### src/rtl/pkt_output_drain_pkg.sv
// Shared types for the packet-buffer drain stage.
//   flit_t     : one packet-buffer word {sop, eop, empty[5:0], data[511:0]}
//   metadata_t : per-packet descriptor {pkt_id, flits}; flits==0 encodes 32
//   drain_state_t : drain FSM states
//   flit_count()  : decodes the flits field into a real count (1..32)
package pkt_output_drain_pkg;

  localparam int PKT_AWIDTH    = 9;
  localparam int PKTBUF_AWIDTH = PKT_AWIDTH + 5;
  localparam int FLITS_W       = 5;
  localparam int MAX_FLITS     = 1 << FLITS_W;

  typedef struct packed {
    logic         sop;
    logic         eop;
    logic [5:0]   empty;
    logic [511:0] data;
  } flit_t;

  typedef struct packed {
    logic [PKT_AWIDTH-1:0] pkt_id;
    logic [FLITS_W-1:0]    flits;
  } metadata_t;

  typedef enum logic [2:0] {
    ST_IDLE,
    ST_READ,
    ST_WAIT,
    ST_DROP,
    ST_FREE
  } drain_state_t;

  // A full 2 KB slot holds 32 flits, which does not fit the 5-bit field,
  // so the field value 0 stands for 32.
  function automatic logic [FLITS_W:0] flit_count(input logic [FLITS_W-1:0] flits);
    if (flits == '0)
      return (FLITS_W + 1)'(MAX_FLITS);
    return {1'b0, flits};
  endfunction

endpackage

### src/rtl/pkt_output_drain_fifo.sv
// out_flit_fifo: synchronous show-ahead FIFO of flit_t.
//   push/push_data : write side (caller guarantees no overflow)
//   pop            : consume head (ignored when empty)
//   head           : current head flit, valid whenever !empty
//   empty, count   : occupancy
// Pointers are PW bits wide so they wrap modulo DEPTH by overflow.
module out_flit_fifo
  import pkt_output_drain_pkg::*;
#(
  parameter int DEPTH = 8
) (
  input  logic                     clk,
  input  logic                     rst,
  input  logic                     push,
  input  flit_t                    push_data,
  input  logic                     pop,
  output flit_t                    head,
  output logic                     empty,
  output logic [$clog2(DEPTH):0]   count
);

  localparam int PW = $clog2(DEPTH);

  flit_t           mem [DEPTH];
  logic [PW-1:0]   wr_ptr_reg;
  logic [PW-1:0]   rd_ptr_reg;
  logic [PW:0]     count_reg;
  logic            do_pop;

  assign do_pop = pop && (count_reg != '0);
  assign empty  = (count_reg == '0);
  assign count  = count_reg;
  // Show-ahead: the head is read combinationally so out_valid and the data
  // appear in the same cycle as the count becomes non-zero.
  assign head   = mem[rd_ptr_reg];

  always_ff @(posedge clk) begin
    if (push)
      mem[wr_ptr_reg] <= push_data;
  end

  always_ff @(posedge clk) begin
    if (rst) begin
      wr_ptr_reg <= '0;
      rd_ptr_reg <= '0;
      count_reg  <= '0;
    end else begin
      if (push)
        wr_ptr_reg <= wr_ptr_reg + 1'b1;
      if (do_pop)
        rd_ptr_reg <= rd_ptr_reg + 1'b1;
      case ({push, do_pop})
        2'b10:   count_reg <= count_reg + 1'b1;
        2'b01:   count_reg <= count_reg - 1'b1;
        default: count_reg <= count_reg;
      endcase
    end
  end

  always_ff @(posedge clk) begin
    if (!rst && push && !do_pop)
      assert (count_reg != (PW + 1)'(DEPTH))
        else $error("out_flit_fifo overflow");
  end

endmodule

### src/rtl/pkt_output_drain.sv
// pkt_output_drain: drains forwarded packets from the packet buffer into a
// backpressured flit stream and returns every pktID to the free list.
//   meta_*          : per-packet descriptor + drop verdict (accepted in IDLE)
//   pkt_buffer_*    : read port, data valid RD_LAT cycles after the strobe
//   out_*           : flit stream from the output FIFO head
//   emptylist_in_*  : freed pktID handshake
// Reads are issued only against FIFO credit (queued + in flight), so the
// read pipeline itself never has to stall.
module pkt_output_drain
  import pkt_output_drain_pkg::*;
#(
  parameter int RD_LAT     = 2,
  parameter int FIFO_DEPTH = 8
) (
  input  logic                     clk,
  input  logic                     rst,
  input  logic                     meta_valid,
  input  metadata_t                meta_data,
  input  logic                     meta_drop,
  output logic                     meta_ready,
  output logic [PKTBUF_AWIDTH-1:0] pkt_buffer_address,
  output logic                     pkt_buffer_read,
  input  flit_t                    pkt_buffer_readdata,
  output logic                     out_sop,
  output logic                     out_eop,
  output logic [511:0]             out_data,
  output logic [5:0]               out_empty,
  output logic                     out_valid,
  input  logic                     out_ready,
  output logic [PKT_AWIDTH-1:0]    emptylist_in_data,
  output logic                     emptylist_in_valid,
  input  logic                     emptylist_in_ready
);

  drain_state_t              state_reg, state_next;
  logic [PKT_AWIDTH-1:0]     pkt_id_reg, pkt_id_next;
  logic [FLITS_W:0]          n_reg, n_next;
  logic [FLITS_W:0]          idx_reg, idx_next;
  logic [FLITS_W:0]          land_idx_reg;
  logic [RD_LAT-1:0]         rd_vld_reg;
  logic [$clog2(FIFO_DEPTH):0] fifo_count;
  logic                      fifo_empty;
  logic                      fifo_push;
  logic                      fifo_pop;
  flit_t                     fifo_head;
  logic                      credit_ok;
  logic                      issue;
  logic                      idle_ready;
  logic                      free_req;
  logic                      meta_accept;

  assign credit_ok = (int'(fifo_count) + $countones(rd_vld_reg)) < FIFO_DEPTH;
  assign fifo_push = rd_vld_reg[RD_LAT-1];

  always_comb begin
    state_next  = state_reg;
    pkt_id_next = pkt_id_reg;
    n_next      = n_reg;
    idx_next    = idx_reg;
    idle_ready  = 1'b0;
    issue       = 1'b0;
    free_req    = 1'b0;
    case (state_reg)
      ST_IDLE: begin
        idle_ready = 1'b1;
        if (meta_valid) begin
          pkt_id_next = meta_data.pkt_id;
          n_next      = flit_count(meta_data.flits);
          idx_next    = '0;
          state_next  = meta_drop ? ST_DROP : ST_READ;
        end
      end
      ST_READ: begin
        if (credit_ok) begin
          issue    = 1'b1;
          idx_next = idx_reg + 1'b1;
          if (idx_reg == n_reg - 1'b1)
            state_next = ST_WAIT;
        end
      end
      ST_WAIT: begin
        // The FIFO entry count only covers flits that have landed.
        if (rd_vld_reg == '0)
          state_next = ST_FREE;
      end
      ST_DROP: state_next = ST_FREE;
      ST_FREE: begin
        free_req = 1'b1;
        if (emptylist_in_ready)
          state_next = ST_IDLE;
      end
      default: state_next = ST_IDLE;
    endcase
  end

  assign meta_accept = idle_ready && meta_valid;

  always_ff @(posedge clk) begin
    if (rst) begin
      state_reg    <= ST_IDLE;
      rd_vld_reg   <= '0;
      land_idx_reg <= '0;
    end else begin
      state_reg  <= state_next;
      rd_vld_reg <= (rd_vld_reg << 1) | RD_LAT'(issue);
      if (meta_accept)
        land_idx_reg <= '0;
      else if (fifo_push)
        land_idx_reg <= land_idx_reg + 1'b1;
    end
  end

  always_ff @(posedge clk) begin
    pkt_id_reg <= pkt_id_next;
    n_reg      <= n_next;
    idx_reg    <= idx_next;
  end

  // Framing checks on every landed flit of the current packet.
  always_ff @(posedge clk) begin
    if (!rst && fifo_push) begin
      if (land_idx_reg == '0)
        assert (pkt_buffer_readdata.sop) else $error("flit 0 without sop");
      if (land_idx_reg == n_reg - 1'b1)
        assert (pkt_buffer_readdata.eop) else $error("last flit without eop");
      else
        assert (!pkt_buffer_readdata.eop) else $error("early eop");
    end
  end

  out_flit_fifo #(.DEPTH(FIFO_DEPTH)) u_fifo (
    .clk       (clk),
    .rst       (rst),
    .push      (fifo_push),
    .push_data (pkt_buffer_readdata),
    .pop       (fifo_pop),
    .head      (fifo_head),
    .empty     (fifo_empty),
    .count     (fifo_count)
  );

  // Valid/ready outputs are forced low while reset is held.
  assign meta_ready         = idle_ready && !rst;
  assign pkt_buffer_read    = issue && !rst;
  assign pkt_buffer_address = {pkt_id_reg, idx_reg[FLITS_W-1:0]};
  assign out_valid          = !fifo_empty && !rst;
  assign fifo_pop           = out_valid && out_ready;
  assign out_sop            = fifo_head.sop;
  assign out_eop            = fifo_head.eop;
  assign out_empty          = fifo_head.empty;
  assign out_data           = fifo_head.data;
  assign emptylist_in_valid = free_req && !rst;
  assign emptylist_in_data  = pkt_id_reg;

endmodule

### config.mk
export PLATFORM = sky130hd
export DESIGN_NAME = pkt_output_drain
export DESIGN_NICKNAME = d
export VERILOG_FILES = /design/src/rtl/pkt_output_drain_pkg.sv /design/src/rtl/pkt_output_drain_fifo.sv /design/src/rtl/pkt_output_drain.sv
export SDC_FILE = /design/constraint.sdc
export NUM_CORES = 2
export LEC_CHECK = 0
export ABC_AREA = 0
export CAP_MARGIN = 20
export CORE_ASPECT_RATIO = 1.4
export CORE_MARGIN = 8
export CORE_UTILIZATION = 53
export CTS_CLUSTER_SIZE = 16
export DETAILED_ROUTE_END_ITERATION = 8
export PLACE_DENSITY = 0.77
export SYNTH_ARGS = -nofsm -noshare
export SYNTH_HDL_FRONTEND = slang
export SYNTH_MEMORY_MAX_BITS = 65536
export SYNTH_SLANG_ARGS = --single-unit
### constraint.sdc
create_clock -name clk -period 40.6 [get_ports clk]
set_input_delay 4.06 -clock clk [delete_from_list [all_inputs] [get_ports clk]]
set_output_delay 4.06 -clock clk [all_outputs]
set_load 0.02 [all_outputs]
==> flow_summary.toml <==
[clock_tree]
cts.sinks = 4199
cts_buffer_depth = 4
clkSlewWorstSetupHoldPaths_ns = 0.06
cts_inserted_buffers = 380
cts_tree = "done"
ctsResizeCount = 0
insertion_delay_ns = 0.89
htreeDepth = 5
post_cts_buffers = 0
cts_hold_buf = 0
root_buffer = "clkbuf_16"

[worst_hold_path]
holdCritStartpoint = "rd_vld_reg[0]"
min_path_type = "reg2reg"

[placed_design]
hpwl_mm = 210
io_buffer_count = 1086
gp_congestion = 0.772
dp.cells = 11000

[logic_synthesis]
yosysSeqAreaShare = 0.800
ys_seq_elements = 4199
synth-xor-area-share = 0.000946
syn_inst = 6200
synth_edf_count = 4181
synth_compound_area_frac = 0.000930
synthMuxAreaShare = 0.186
synthFlopType = "edfxtp_1"
synthesis.area_mm2 = 0.157
synthSimpleGateAreaFrac = 0.00230
async_reset_ff_frac = 0
ys_types = 38
synth_fa_ha_area_frac = 0.000636
syn-mean-instance-area_um2 = 25.4
synth_top_family_by_area = "multiplexers"
yosys_warnings = 0
synth_fp_nets = 6748

[finish]
largest_register_ffs = 4160
multi_input_area_mm2 = 0.0301
top_register = "u_fifo.mem"
fillers = 18700
final_cells = 11800
nNetsFinal = 8017
seq_area_mm2 = 0.126
areaGrowthSynthToFinish_pct = 17.9
drive_gt1_frac = 0.286

[outcome]
status = "finished, final reports clean"

[critical_path]
cp.required_ns = 36.54
startpoint_type = "flop"
arrival_ns = 8.24
reg2reg_from = "rd_vld_reg[1]"
rrSetupSlack_ns = 34.15
endpoint_kind = "output port"
critPathMaxFanout = 114
slowest_delay_ns = 0.89
criticalPathCategory = "reg2out"
path_cells = "buf_12 > buf_12 > buf_12 > buf_4 > buf_4 > buf_4 > mux4_2 > mux2_2 > clkdlybuf4s50_1"
crit_slowest_cell = "dfxtp_4"

[global_route]
grt_pass1_vias = 74100
grt_max_degree = 138
grt.overflow.total = 0
grt_usage = 0.222
antenna_found_initial = 164
grt_pass1_wl_mm = 517

[drt]
dr.pass1.iters = 6
routed_wl_mm = 362
ant_nets = 0
initialDrtViolationCount = 6796
drc = 0
via_per_inst = 6.07
wire_per_inst_um = 30.7
vias = 71600

[power_and_ir_drop]
pwr-share-seq = 0.538
ir_drop_mv = 0.0452
p_int_mw = 7.13
power.share.switching = 0.211
combPwrFrac = 0.073
switching_power_mw = 1.91
p_leak_nw = 56.0
p_per_area_mw_per_mm2 = 48.7
clkPwrFrac = 0.390

[floorplan]
dieArea_mm2 = 0.315
rows = 236
start_util = 0.533
die_x_um = 477
core_area_mm2 = 0.295
io_pins = 1087
die_y_um = 661

[sta]
finalMaxSlewViolations = 0
period_minus_slack_ns = 12.30
hold_viol = 0
post-route-period-util = 0.303
worst_hold_slack_ns = 0.497
worst_pin_slew_ns = 1.14
fin_tns_setup_ns = 0
slew_headroom = 0.241
setup_viol = 0
rsz0062_at_grt = "false"
clock_skew_ns = 0.0674
max_freq_mhz = 81.3

[job]
cap_viol_max_count = 0
## layout make-up
| class | count | share of cell area |
|---|---|---|
| Clock inverter | 221 | 0.0126 |
| Antenna cell | 98 | 0.00132 |
| Tap cell | 3927 | 0.0265 |
| Multi-Input combinational cell | 1684 | 0.163 |
| Timing Repair Buffer | 1200 | 0.0649 |
| Clock buffer | 460 | 0.0533 |
| Sequential cell | 4199 | 0.679 |
| Inverter | 4 | 0.0000809 |
## power by group through the flow
stage / registers (mW) / clock network (mW) / logic [mW]
after global routing: 4.86 / 3.74 / 0.692
after detailed placement: 4.95 / 0 / 0.659
after global placement: 4.95 / 0 / 0.646
after floorplan: 5.02 / 0 / 0.340
final: 4.86 / 3.52 / 0.658
after CTS: 4.86 / 3.58 / 0.666
## final timing paths
kind | to | cells past startpoint
worst min register to register | rd_vld_reg[1] | 1
worst max-delay path | out_data[145] | 9
worst min-delay path | rd_vld_reg[1] | 1
worst max register to register | u_fifo.mem[7][163] | 8
## cells in the final DEF (no fill, tap or decap), types with 4 or more instances in the layout
master and n:
clkinv_16 7, clkinv_8 4, nand2_1 11, nand2b_1 9, clkinv_2 63, bufinv_16 38
diode_2 98, nor2_4 6, mux2i_1 4, ha_1 8, buf_12 24, xnor2_1 6
mux2_2 521, o21ai_0 5, or3_1 4, buf_4 89, clkinvlp_4 14, nor2_1 20
clkinv_4 8, dfxtp_1 15, clkdlybuf4s50_1 1086, inv_1 4, nor3_1 4, edfxtp_1 4181
xor2_1 11, clkbuf_1 76, inv_6 6, clkbuf_16 384, a21oi_1 6, clkinv_1 77
mux4_2 1040, inv_16 4
## through the flow
step	total power, mW	setup WS [ns]	cell area (um2)	utilization
finish	9.04	28.30	185000	0.628
global route	9.29	27.43	185000	0.628
CTS	9.11	27.92	185000	0.627
detailed placement	5.61	28.97	173000	0.586
global placement	5.59	28.99	173000	0.586
floorplan	5.36	2.97	157000	-
## kinds of logic (layout without fill, tap and decap cells)
logic type               count (synthesis)  in the layout
multiplexers                          1565           1565
AND/OR/NAND/NOR                         73             73
AO/OA/AOI/OAI                           21             21
flip-flops                            4199           4199
buffers and inverters                  317           1885
adder cells (fa/ha/maj)                  8              8
XOR/XNOR                                17             17
other                                    0             98
## critical path, delay by kind of cell, from the launching register on
family / cells / cell delay [ns]
buf+inv: 7 / 4.85
flops: 1 / 0.89
mux: 2 / 0.87
## synthesized netlist by cell type (3+ instances only)
master / n / area, um2
a21oi_1: 6 / 30.0
buf_1: 15 / 56.3
buf_2: 113 / 566
buf_4: 14 / 105
clkbuf_1: 171 / 642
dfxtp_1: 18 / 360
edfxtp_1: 4181 / 126000
ha_1: 8 / 100
inv_1: 4 / 15.0
mux2_2: 521 / 5870
mux2i_1: 4 / 40.0
mux4_2: 1040 / 23400
nand2_1: 11 / 41.3
nand2b_1: 9 / 56.3
nand3_1: 3 / 15.0
nor2_1: 26 / 97.6
nor2b_1: 3 / 18.8
nor3_1: 7 / 35.0
o21ai_0: 5 / 25.0
or3_1: 4 / 25.0
xnor2_1: 6 / 52.6
xor2_1: 11 / 96.3
## routing by layer
| metal | routed length, um | part of all wire | vias up | track usage |
|---|---|---|---|---|
| met5 | 618 | 0.0017 | - | 0 |
| met4 | 18400 | 0.051 | 94 | 0.105 |
| met3 | 31800 | 0.088 | 723 | 0.0660 |
| met2 | 185000 | 0.51 | 3142 | 0.375 |
| met1 | 126000 | 0.35 | 38300 | 0.264 |
| li1 | - | - | 29400 | - |
Power figures use the tool's default switching activity.
